--- config.mk ---
export PLATFORM = sky130hd
export DESIGN_NAME = calc_keypad_controller
export DESIGN_NICKNAME = d
export VERILOG_FILES = /design/src/rtl/calc_keypad_controller.sv
export SDC_FILE = /design/constraint.sdc
export NUM_CORES = 1
export LEC_CHECK = 0
export BUFFER_PORTS_ARGS = -buffer_cell sky130_fd_sc_hd__clkbuf_2
export CAP_MARGIN = 10
export CORE_ASPECT_RATIO = 0.75
export CORE_MARGIN = 8
export CORE_UTILIZATION = 47
export CTS_BUF_LIST = sky130_fd_sc_hd__clkbuf_8
export CTS_CLUSTER_SIZE = 40
export DETAILED_ROUTE_END_ITERATION = 7
export PLACE_DENSITY = 0.73
export SYNTH_ARGS = -nofsm -noshare
export SYNTH_HDL_FRONTEND = slang
export SYNTH_SLANG_ARGS = --single-unit
--- constraint.sdc ---
create_clock -name clk -period 9.53 [get_ports clk]
set_input_delay 0.4765 -clock clk [delete_from_list [all_inputs] [get_ports clk]]
set_output_delay 0.4765 -clock clk [all_outputs]
set_load 0.01 [all_outputs]
--- src/rtl/calc_keypad_controller.sv ---
// rtl/calc_keypad_controller.sv - cursor-driven keypad front end for a 16-bit calculator ALU
module calc_keypad_controller #(
  parameter int MAX_DIGITS = 4
) (
  input  logic        clk,
  input  logic        rst,
  input  logic        btn_up,
  input  logic        btn_down,
  input  logic        btn_left,
  input  logic        btn_right,
  input  logic        btn_center,
  input  logic        mode,
  input  logic        alu_done,
  input  logic [15:0] alu_result,
  output logic [2:0]  pos_x,
  output logic [1:0]  pos_y,
  output logic [15:0] op1,
  output logic [15:0] op2,
  output logic [2:0]  op,
  output logic [15:0] input_screen,
  output logic [1:0]  state,
  output logic        alu_start
);

  typedef enum logic [1:0] {
    S_OP1    = 2'd0,
    S_OP2    = 2'd1,
    S_WAIT   = 2'd2,
    S_RESULT = 2'd3
  } state_t;

  state_t      cur;
  logic [15:0] entry;
  logic [2:0]  count;

  // Linear key index: 0..15 digits, 16..20 operators, 21 CE, 22 CLR, 23 EXE.
  logic [4:0]  key_idx;
  logic        digit_legal;
  logic        is_op;
  logic        is_ce;
  logic        is_clr;
  logic        is_exe;
  logic        room;
  logic [2:0]  op_code;
  logic [15:0] shifted;

  assign key_idx     = {3'b000, pos_y} * 5'd6 + {2'b00, pos_x};
  assign digit_legal = (key_idx < 5'd16) && (mode || (key_idx[3:0] < 4'd10));
  assign is_op       = (key_idx >= 5'd16) && (key_idx <= 5'd20);
  assign is_ce       = (key_idx == 5'd21);
  assign is_clr      = (key_idx == 5'd22);
  assign is_exe      = (key_idx == 5'd23);
  assign room        = (count < 3'(MAX_DIGITS));
  assign op_code     = key_idx[2:0];
  assign shifted     = {entry[11:0], key_idx[3:0]};
  assign state       = cur;

  always_ff @(posedge clk) begin
    if (rst) begin
      pos_x        <= 3'd0;
      pos_y        <= 2'd0;
      op1          <= 16'd0;
      op2          <= 16'd0;
      op           <= 3'd0;
      input_screen <= 16'd0;
      cur          <= S_OP1;
      alu_start    <= 1'b0;
      entry        <= 16'd0;
      count        <= 3'd0;
    end else begin
      alu_start <= 1'b0;

      // Cursor moves in every state; the key decoded below uses the pre-move position.
      if (btn_up)
        pos_y <= pos_y - 2'd1;
      else if (btn_down)
        pos_y <= pos_y + 2'd1;
      else if (btn_left)
        pos_x <= (pos_x == 3'd0) ? 3'd5 : pos_x - 3'd1;
      else if (btn_right)
        pos_x <= (pos_x == 3'd5) ? 3'd0 : pos_x + 3'd1;

      if (btn_center && is_clr) begin
        op1          <= 16'd0;
        op2          <= 16'd0;
        op           <= 3'd0;
        entry        <= 16'd0;
        count        <= 3'd0;
        input_screen <= 16'd0;
        cur          <= S_OP1;
      end else begin
        case (cur)
          S_OP1, S_OP2: begin
            if (btn_center) begin
              if (digit_legal) begin
                if (room) begin
                  entry        <= shifted;
                  count        <= count + 3'd1;
                  input_screen <= shifted;
                end
              end else if (is_op) begin
                op <= op_code;
                if (cur == S_OP1) begin
                  op1          <= entry;
                  entry        <= 16'd0;
                  count        <= 3'd0;
                  input_screen <= 16'd0;
                  cur          <= S_OP2;
                end
              end else if (is_ce) begin
                entry        <= 16'd0;
                count        <= 3'd0;
                input_screen <= 16'd0;
              end else if (is_exe && (cur == S_OP2)) begin
                op2       <= entry;
                alu_start <= 1'b1;
                cur       <= S_WAIT;
              end
            end
          end

          S_WAIT: begin
            if (alu_done) begin
              input_screen <= alu_result;
              op1          <= alu_result;
              entry        <= 16'd0;
              count        <= 3'd0;
              cur          <= S_RESULT;
            end
          end

          S_RESULT: begin
            if (btn_center) begin
              if (digit_legal) begin
                entry        <= {12'd0, key_idx[3:0]};
                count        <= 3'd1;
                input_screen <= {12'd0, key_idx[3:0]};
                cur          <= S_OP1;
              end else if (is_op) begin
                op           <= op_code;
                entry        <= 16'd0;
                count        <= 3'd0;
                input_screen <= 16'd0;
                cur          <= S_OP2;
              end else if (is_ce) begin
                entry        <= 16'd0;
                count        <= 3'd0;
                input_screen <= 16'd0;
                cur          <= S_OP1;
              end
            end
          end

          default: cur <= S_OP1;
        endcase
      end
    end
  end

endmodule

==> metrics.md, run 1 <==
| Metric | Value |
|---|---|
| Synth async-reset ratio | `0%` |
| Placed cell areas | `4195 sq um` |
| Clk root buf | `clkbuf_8` |
| Num Clock Sinks | `between 70 and 80` |
| DRC | `0` |
| Mean Syn Cell Area | `between 9 and 10 sq um` |
| Status | `complete, no violations` |
| Post-DP HPWL | `a little over 7000 microns` |
| Fin area | `between 4000 and 5000 sq um` |
| Worst EP arrival | `a little over 4 ns` |
| Hold slack | `approximately 0.40 ns` |
| Core area | `just under 8000 sq um` |
| CTS tree | `done` |
| Count of final setup violators | `0` |
| Cells on worst reg2reg path | `9` |
| Total gr overflow | `0` |
| Reg2reg setup slack | `approximately 5.7 ns` |
| Vias in the first global route | `between 2,000 and 3,000` |
| IR drop worst, VDD | `about 89 uV` |
| CP startpoint | `pos_y[0]$_SDFFE_PP0N_` |
| Fin. Hold Viols | `0` |
| Vias | `between 3,000 and 4,000` |
| Crit path kind | `flop to flop` |
| Worst setup margin | `~5.7 ns` |
| Worst R2R Start | `pos_y[0]$_SDFFE_PP0N_` |
| Fmax | `between 0.2 and 0.3 GHz` |
| Chip Height | `roughly 93 microns` |
| Final Max Tran Viols | `0` |
| Hold Crit Start | `alu_result[9]` |
| DR iter-0 viols | `about 270` |
| Post_cts resized | `0` |
| Area contributors post-synth | `dfxtp_1 42%, mux2i_1 4.8%, nor2_1 4.6%` |
| Number of nets still failing antenna checks after routing | `0` |
| Num rows | `28` |
| First-pass iteration count of the detailed router | `5` |
| IO Pins | `84` |
| CP Data Required Time | `~9.8 ns` |
| Clock transition at the registers of the reported paths | `about 0.08 ns` |
| Post-CTS setup buffers | `0` |
| Total power | `0.6861 mW` |
| Syn Inst Count | `391` |
| Distinct cells, synth | `53` |
| Area share of the largest cell type after synthesis | `around two fifths` |
| Routed wire length | `between 9000 and 10,000 microns` |
| Top-count cell post-synth | `dfxtp_1` |
| Clock Path Buffers | `2` |
| Nets | `roughly 490` |
| Crit start category | `flop` |
| Tightest Hold Check Type | `input port to flop` |
| Pre-CTS setup slack | `~5.7 ns` |
| Die area | `approximately 11,000 sq um` |
| Slew at the pin with the worst max-slew slack | `roughly 1.2 ns` |
| Port buffer count | `just over 80` |
| Setup tns final | `0 ns` |
| Gpl congestion | `0.8012` |
| Post-CTS Hold Fix Bufs | `0` |
| Number of synthesized flops with an enable pin | `0` |
| Layout Cells excl Fill | `about 570` |
| Crit share post-route | `around two fifths` |
| Unrepaired setup endpoints after global routing | `no` |
| Die W | `~120 microns` |
| Lkg Pwr | `~1.7 nW` |
| Layout Skew | `between 0.008 and 0.009 ns` |
| Final Core Density | `between 50% and 60%` |
| Initial core utilization | `approximately 48%` |
| CP Capture Point | `count[0]$_SDFFE_PP0P_` |
| Clock Latency Late Sink | `about 0.35 ns` |
| First-pass GRT wire length | `approximately 16,000 microns` |
| Synthesis-stage register bit count | `78` |
| Inserted Diodes | `0` |
| Placed insts | `about 560` |
| Final min period | `3.840 ns` |
| Sequential area share after synthesis | `41.87%` |
| Ys flop type | `dfxtp_1` |
| Syn nets | `between 400 and 500` |
| Commonest cells post-synth | `78 x dfxtp_1, 46 x nor2_1, 37 x nand2_1` |
| Post-Syn Area | `roughly 3700 sq um` |
| Worst-path fanout max | `19` |
| Max-Cap Viols | `0` |
| Crit. End Element | `flop` |
| Yosys top cell by area | `dfxtp_1` |
| CTS buffer count | `9` |
| FILL cells | `708` |
| GR Util All Layers | `17.34%` |
| Reg2reg end | `count[0]$_SDFFE_PP0P_` |
| Initial antenna violation count | `0` |
| Share of layout cells above drive strength 1 | `slightly below 30%` |
| Largest net degree at the start of global routing | `35` |
| H-tree lvl count | `3` |
| Vias per std cell | `between 5 and 6` |
| Max-slew headroom | `between 20% and 30%` |
| Power density cells | `around 160 nW/um^2` |
| Routed length per instance | `about 17 microns` |
| YS warnings | `0` |
| Area grow syn2layout | `17.58%` |
[report_power, final]
part	leakage [nW]	switching [mW]	internal, mW	total (mW)
clock network	0.0982	0.124	0.120	0.244
logic	0.965	0.0566	0.0379	0.0945
registers	0.630	0.0134	0.335	0.348
[state kept, by name, summed over array words and instances, names as in the netlist]
register	flops
alu_start	1
entry	16
count	3
op2	16
op	3
pos_y	2
pos_x	3
input_screen	16
state	2
op1	16
[logic make-up (layout without fill, tap and decap cells)]
logic type | Yosys count | in the layout | synth area share [%]
flops | 78 | 78 | 41.87
compound gates | 99 | 99 | 22.37
simple gates | 116 | 116 | 14.89
fa+ha+maj | 7 | 7 | 2.549
mux | 34 | 34 | 10.67
buf+inv | 52 | 128 | 6.273
xor+xnor | 5 | 5 | 1.376
[cells in the final DEF (no fill, tap or decap), types with 3 or more instances in the layout]
master,synthesis,routed
clkbuf_2,0,83
nor2b_1,6,6
a22o_1,19,19
nand2b_1,6,6
nor3_1,4,4
mux2_4,10,10
a22oi_1,17,17
nand2_1,37,37
o22ai_1,7,7
o22ai_2,9,9
dfxtp_1,78,78
a311oi_1,17,17
inv_1,24,26
mux2_2,6,6
nor2_1,46,46
buf_4,3,5
ha_1,6,6
clkbuf_8,0,9
xnor2_1,3,3
mux2i_1,18,18
o21ai_0,5,5
a21oi_1,7,7
[area by class of cell]
cell class / instances / area [sq um] / area share [%]
repair buffers: 88 / 452.9 / 10.33
multi-input cells: 261 / 1959 / 44.68
clock buffers: 9 / 123.9 / 2.825
flip-flops and latches: 78 / 1562 / 35.61
inverters: 24 / 90.09 / 2.054
well taps: 105 / 131.4 / 2.996
clock inverters: 7 / 66.31 / 1.512
[critical path, stage by stage, from the launching register on]
cell	delay, ns
dfxtp_1	0.42
inv_1	0.10
ha_1	0.34
fa_1	0.51
xor2_2	0.24
nor3_4	0.31
nor4_4	0.17
a221oi_4	1.01
a21oi_4	0.31
a22o_1	0.33
[metal layers]
metal | GRT usage [%] | share of wire (%) | up-vias
met3 | 6.201 | 8.8 | 6
li1 | - | - | 1557
met4 | 5.037 | 0.63 | 0
met2 | 25.11 | 44 | 111
met1 | 23.67 | 47 | 1457
met5 | 0 | 0 | -
[worst min-delay path by stage]
stage / end / slack (ns) / cells past startpoint
3_3_place_gp: count[1]$_SDFFE_PP0P_ / 0.46 / 1
6_report: op1[9]$_SDFFE_PP0P_ / 0.40 / 3
4_1_cts: op1[10]$_SDFFE_PP0P_ / 0.39 / 3
5_1_grt: op1[15]$_SDFFE_PP0P_ / 0.40 / 3
2_1_floorplan: count[1]$_SDFFE_PP0P_ / 0.45 / 1
3_5_place_dp: count[1]$_SDFFE_PP0P_ / 0.47 / 1
No activity file was read; power rests on OpenSTA's default activity.
==> run 2, diff against run 1 <==
--- a/config.mk
+++ b/config.mk
@@ -13,7 +13,7 @@
 export CTS_BUF_LIST = sky130_fd_sc_hd__clkbuf_8
 export CTS_CLUSTER_SIZE = 40
 export DETAILED_ROUTE_END_ITERATION = 7
-export PLACE_DENSITY = 0.73
+export PLACE_DENSITY = 0.76
 export SYNTH_ARGS = -nofsm -noshare
 export SYNTH_HDL_FRONTEND = slang
 export SYNTH_SLANG_ARGS = --single-unit
==> constraint.sdc (replaced) <==
create_clock -name clk -period 3.28 [get_ports clk]
set_input_delay 0.164 -clock clk [delete_from_list [all_inputs] [get_ports clk]]
set_output_delay 0.164 -clock clk [all_outputs]
set_load 0.01 [all_outputs]
==> metrics.md, run 2 (synthesis results as in run 1) <==
| Metric | Value |
|---|---|
| Die W | `between 100 and 150 microns` |
| Port buffer count | `slightly above 80` |
| Nets | `501` |
| Routed length per instance | `17.37 microns` |
| Lkg Pwr | `1.740 nW` |
| Max-Cap Viols | `0` |
| Most common cell after layout, fill and taps aside | `clkbuf_2` |
| Routed wire length | `approximately 10,000 microns` |
| Internal | `~1.4 mW` |
| Clock power share | `36.0%` |
| Layout Cells excl Fill | `about 580` |
| GR Util All Layers | `between 15 and 20%` |
| Vias | `~3,200` |
| Layout Skew | `0.008723 ns` |
| Logic gate share of total power | `between 10% and 20%` |
| Clk root buf | `clkbuf_8` |
| First-pass GRT wire length | `about 16,000 microns` |
| Multi-input gate area | `just under 2000 sq um` |
| M1 wire length | `between 4000 and 5000 microns` |
| Power density cells | `454.7 nW/um^2` |
| First-pass iteration count of the detailed router | `6` |
| Net Switching | `about 0.64 mW` |
| Clock Latency Late Sink | `0.36 ns` |
| Post-CTS setup buffers | `0` |
| Placed insts | `around 560` |
| Initial core utilization | `about 48%` |
| Inserted Diodes | `0` |
| Clock Path Buffers | `2` |
| Net Sw Frac | `about a third` |
| FILL cells | `700` |
| DR iter-0 viols | `between 300 and 400` |
| Largest net degree at the start of global routing | `35` |
| Tightest Hold Check Type | `input port to flop` |
| Pre-CTS setup slack | `roughly 0.18 ns` |
| Placed cell areas | `4253 sq um` |
| Sequential power share | `49.6%` |
| Fin area | `4473 sq um` |
| Fmax | `~0.32 GHz` |
| Crit. End Element | `flop` |
| DRC | `0` |
| Vias per std cell | `between 5 and 6` |
| Post_cts resized | `0` |
| Post-DP HPWL | `approximately 7200 microns` |
| Unrepaired setup endpoints after global routing | `no` |
| Crit-path cells | `inv_1, ha_1, fa_1, nor2b_1, nor3_4, nor4_4, a22oi_1, o311ai_2, buf_4, o22ai_2` |
| Vias in the first global route | `between 3,000 and 4,000` |
| Most frequent cells in the layout | `83 x clkbuf_2, 78 x dfxtp_1, 46 x nor2_1, 37 x nand2_1, 24 x inv_1` |
| DR top layer | `met4` |
| Gpl congestion | `~0.84` |
| Num Clock Sinks | `78` |
| Post-CTS Hold Fix Bufs | `0` |
| CP max stage delay | `about 0.63 ns` |
| Max-slew headroom | `between 30% and 40%` |
| Clock transition at the registers of the reported paths | `0.10 ns` |
| Share of layout cells above drive strength 1 | `roughly 31%` |
| Slowest library cell on the worst path | `fa_1` |
| IO Pins | `between 80 and 90` |
| Status | `complete, no violations` |
| Total gr overflow | `0` |
| Wire length on met2 | `4371 microns` |
| Die area | `approximately 11,000 sq um` |
| Final Max Tran Viols | `0` |
| Buffers and inverters on the worst path | `2` |
| CTS tree | `done` |
| Worst setup margin | `about 0.15 ns` |
| Final min period | `3.127 ns` |
| Area grow syn2layout | `19.93%` |
| Crit path kind | `flop to flop` |
| H-tree lvl count | `3` |
| Chip Height | `93.15 microns` |
| Slew at the pin with the worst max-slew slack | `around 1.0 ns` |
| CP Data Required Time | `3.52 ns` |
| Reg area | `roughly 1600 sq um` |
| Num rows | `28` |
| Setup tns final | `0 ns` |
| Crit start category | `flop` |
| Fin. Hold Viols | `0` |
| Count of final setup violators | `0` |
| Worst EP arrival | `around 3.4 ns` |
| Crit share post-route | `a little over nine tenths` |
| Initial antenna violation count | `0` |
| Worst-path fanout max | `12` |
| Core area | `roughly 7800 sq um` |
| Number of nets still failing antenna checks after routing | `0` |
| Metal3 WL | `around 950 microns` |
| CTS buffer count | `9` |
| IR drop worst, VDD | `between 200 and 250 uV` |
| CP delay by family, top | `adder cells` |
## run 2: final timing paths
kind                                                 endpoint                  start  cells past startpoint  slack [ns]
worst max register to register  input_screen[14]$_SDFFE_PP0P_  pos_y[0]$_SDFFE_PP0N_                     10        0.15
worst max-delay path            input_screen[14]$_SDFFE_PP0P_  pos_y[0]$_SDFFE_PP0N_                     10        0.15
worst min register to register          count[1]$_SDFFE_PP0P_  count[1]$_SDFFE_PP0P_                      1        0.49
worst min-delay path                     op1[10]$_SDFFE_PP0P_         alu_result[10]                      3        0.07
## run 2: area by class of cell
class	count	area share [%]
repair buffers	95	11.86
flip-flops and latches	78	34.91
clock buffers	9	2.769
clock inverters	7	1.706
inverters	24	2.014
well taps	105	2.937
multi-input cells	261	43.80
## run 2: power by group through the flow
stage / Clock (mW) / Sequential, mW / Combinational (mW)
6_report: 0.731 / 1.01 / 0.295
5_1_grt: 0.778 / 1.01 / 0.321
4_1_cts: 0.733 / 1.01 / 0.286
3_5_place_dp: 0 / 1.03 / 0.285
3_3_place_gp: 0 / 1.03 / 0.278
2_1_floorplan: 0 / 1.02 / 0.199
## run 2: worst min-delay path, stage by stage
cell and delay (ns):
clkbuf_2 0.08, nand2_1 0.07, a311oi_1 0.08
## run 2: metal layers
metal,track usage [%],vias up
li1,-,1569
met1,23.47,1489
met2,26.70,142
met3,5.599,15
met4,6.611,0
met5,0,-
## run 2: through the flow
step,util [%],power (mW),hold WS [ns]
2_1_floorplan,-,1.221,0.2331
3_3_place_gp,54.44,1.305,0.4473
3_5_place_dp,54.44,1.314,0.4507
4_1_cts,57.00,2.025,0.06568
5_1_grt,57.26,2.111,0.07175
6_report,57.26,2.034,0.07108
==> run 3, diff against run 2 <==
--- a/config.mk
+++ b/config.mk
@@ -7,7 +7,7 @@
 export LEC_CHECK = 0
 export BUFFER_PORTS_ARGS = -buffer_cell sky130_fd_sc_hd__clkbuf_2
 export CAP_MARGIN = 10
-export CORE_ASPECT_RATIO = 0.75
+export CORE_ASPECT_RATIO = 0.8
 export CORE_MARGIN = 8
 export CORE_UTILIZATION = 47
 export CTS_BUF_LIST = sky130_fd_sc_hd__clkbuf_8
==> metrics.md, run 3 (synthesis results as in run 1) <==
| Metric | Value |
|---|---|
| Tightest Hold Check Type | `input port to flop` |
| DR iter-0 viols | `327` |
| Max-Cap Viols | `0` |
| Most frequent cells in the layout | `83 x clkbuf_2, 78 x dfxtp_1, 46 x nor2_1, 37 x nand2_1, 24 x inv_1` |
| Clock transition at the registers of the reported paths | `around 0.09 ns` |
| CP Data Required Time | `~3.6 ns` |
| Layout Skew | `just under 0.01 ns` |
| Logic gate share of total power | `between 10% and 20%` |
| Inserted Diodes | `0` |
| CTS tree | `done` |
| Num rows | `29` |
| Most common cell after layout, fill and taps aside | `clkbuf_2` |
| Clock power share | `a little over a third` |
| Chip Height | `roughly 96 microns` |
| Vias | `between 3,000 and 4,000` |
| Internal | `between 1 and 1.5 mW` |
| Crit-path cells | `inv_1, ha_1, fa_1, xor2_2, nor3_4, nor4_4, a221oi_4, buf_12, mux2_2, o22ai_1` |
| Total gr overflow | `0` |
| Net Switching | `about 0.58 mW` |
| Fin. Hold Viols | `0` |
| FILL cells | `between 700 and 800` |
| Number of nets still failing antenna checks after routing | `0` |
| Vias per std cell | `5.588` |
| Lkg Pwr | `approximately 1.7 nW` |
| Slew at the pin with the worst max-slew slack | `between 0.6 and 0.7 ns` |
| Routed wire length | `between 9000 and 10,000 microns` |
| Nets | `about 500` |
| CP max stage delay | `roughly 0.52 ns` |
| Post-DP HPWL | `between 7000 and 8000 microns` |
| Max-slew headroom | `56.26%` |
| Worst EP arrival | `3.36 ns` |
| Slowest library cell on the worst path | `fa_1` |
| DRC | `0` |
| First-pass iteration count of the detailed router | `6` |
| Routed length per instance | `~17 microns` |
| Net Sw Frac | `between 20 and 30%` |
| Share of layout cells above drive strength 1 | `31.22%` |
| GR Util All Layers | `around 18%` |
| Count of final setup violators | `0` |
| Initial antenna violation count | `0` |
| Vias in the first global route | `between 3,000 and 4,000` |
| Port buffer count | `between 80 and 90` |
| CTS buffer count | `9` |
| Crit start category | `flop` |
| Clock Path Buffers | `2` |
| Die W | `around 120 microns` |
| Setup tns final | `0 ns` |
| Largest net degree at the start of global routing | `33` |
| Fmax | `0.3242 GHz` |
| Gpl congestion | `around 0.8` |
| Final min period | `roughly 3.1 ns` |
| IR drop worst, VDD | `235.0 uV` |
| Sequential power share | `between 40% and 50%` |
| Post-CTS Hold Fix Bufs | `0` |
| Area grow syn2layout | `20.46%` |
| Initial core utilization | `47.81%` |
| Core area | `7801 sq um` |
| Worst-path fanout max | `17` |
| Status | `complete, no violations` |
| H-tree lvl count | `3` |
| Final Max Tran Viols | `0` |
| Pre-CTS setup slack | `a little under 0.2 ns` |
| IO Pins | `84` |
| Worst setup margin | `between 0.15 and 0.2 ns` |
| Num Clock Sinks | `about 80` |
| Unrepaired setup endpoints after global routing | `no` |
| Power density cells | `456.5 nW/um^2` |
| Clock Latency Late Sink | `between 0.3 and 0.4 ns` |
| Crit path kind | `flop to flop` |
| Die area | `11,060 sq um` |
| Clk root buf | `clkbuf_8` |
| Crit. End Element | `flop` |
| Crit share post-route | `about 94%` |
| First-pass GRT wire length | `~16,000 microns` |
==> run 3: per-stage QoR <==
| stage | total power, mW | hold WS (ns) | instances | util, % | area (sq um) |
|---|---|---|---|---|---|
| after floorplan | 1.221 | 0.2331 | 391 | - | 3730 |
| after global placement | 1.304 | 0.4470 | 565 | 54.56 | 4257 |
| after detailed placement | 1.314 | 0.4515 | 565 | 54.56 | 4257 |
| after CTS | 2.054 | 0.06893 | 581 | 57.21 | 4463 |
| after global routing | 2.139 | 0.07239 | 582 | 57.59 | 4493 |
| final | 2.051 | 0.08635 | 582 | 57.59 | 4493 |
==> run 3: per-layer routing <==
| layer | share of wire (%) | track usage (%) | vias up |
|---|---|---|---|
| li1 | - | - | 1565 |
| met1 | 46 | 24.05 | 1563 |
| met2 | 46 | 29.03 | 116 |
| met3 | 7.1 | 4.810 | 8 |
| met4 | 1.2 | 6.434 | 0 |
| met5 | 0 | 0 | - |
==> run 3: final timing paths <==
path / from / endpoint / slack [ns] / cells after the start
worst max-delay path: pos_y[0]$_SDFFE_PP0N_ / input_screen[2]$_SDFFE_PP0P_ / 0.20 / 10
worst min-delay path: alu_result[10] / op1[10]$_SDFFE_PP0P_ / 0.09 / 3
worst max register to register: pos_y[0]$_SDFFE_PP0N_ / input_screen[2]$_SDFFE_PP0P_ / 0.20 / 10
worst min register to register: count[1]$_SDFFE_PP0P_ / count[1]$_SDFFE_PP0P_ / 0.49 / 1
==> run 3: worst max-delay path: cells and delay by family, from the launching register on <==
family / cells / cell delay [ns]
DFF: 1 / 0.34
muxes: 1 / 0.36
and+or+nand+nor: 2 / 0.43
AOI/OAI and AO/OA: 2 / 0.48
buffers and inverters: 2 / 0.28
adders and majority gates: 2 / 0.85
xor gates and xnor gates: 1 / 0.25
==> run 3: repair_timing <==
action | in CTS | in global routing
endpoints found under the setup margin | 0 | 11
gates resized for setup | 0 | 1
buffers inserted | 0 | 1
==> run 3: final cells by class <==
cell class                      instances  area, sq um  share of cell area [%]
Clock buffer                           10        137.6                   3.063
Clock inverter                          6        68.82                   1.532
Inverter                               24        90.09                   2.005
Multi-Input combinational cell        261         1969                   43.83
Sequential cell                        78         1562                   34.75
Tap cell                              108        135.1                   3.008
Timing Repair Buffer                   95        530.5                   11.81
==> run 3: power by group through the flow <==
| stage | Clock, mW | Combinational, mW | Sequential [mW] |
|---|---|---|---|
| CTS | 0.761 | 0.287 | 1.01 |
| finish | 0.747 | 0.296 | 1.01 |
| detailed placement | 0 | 0.285 | 1.03 |
| floorplan | 0 | 0.199 | 1.02 |
| global route | 0.806 | 0.321 | 1.01 |
| global placement | 0 | 0.277 | 1.03 |
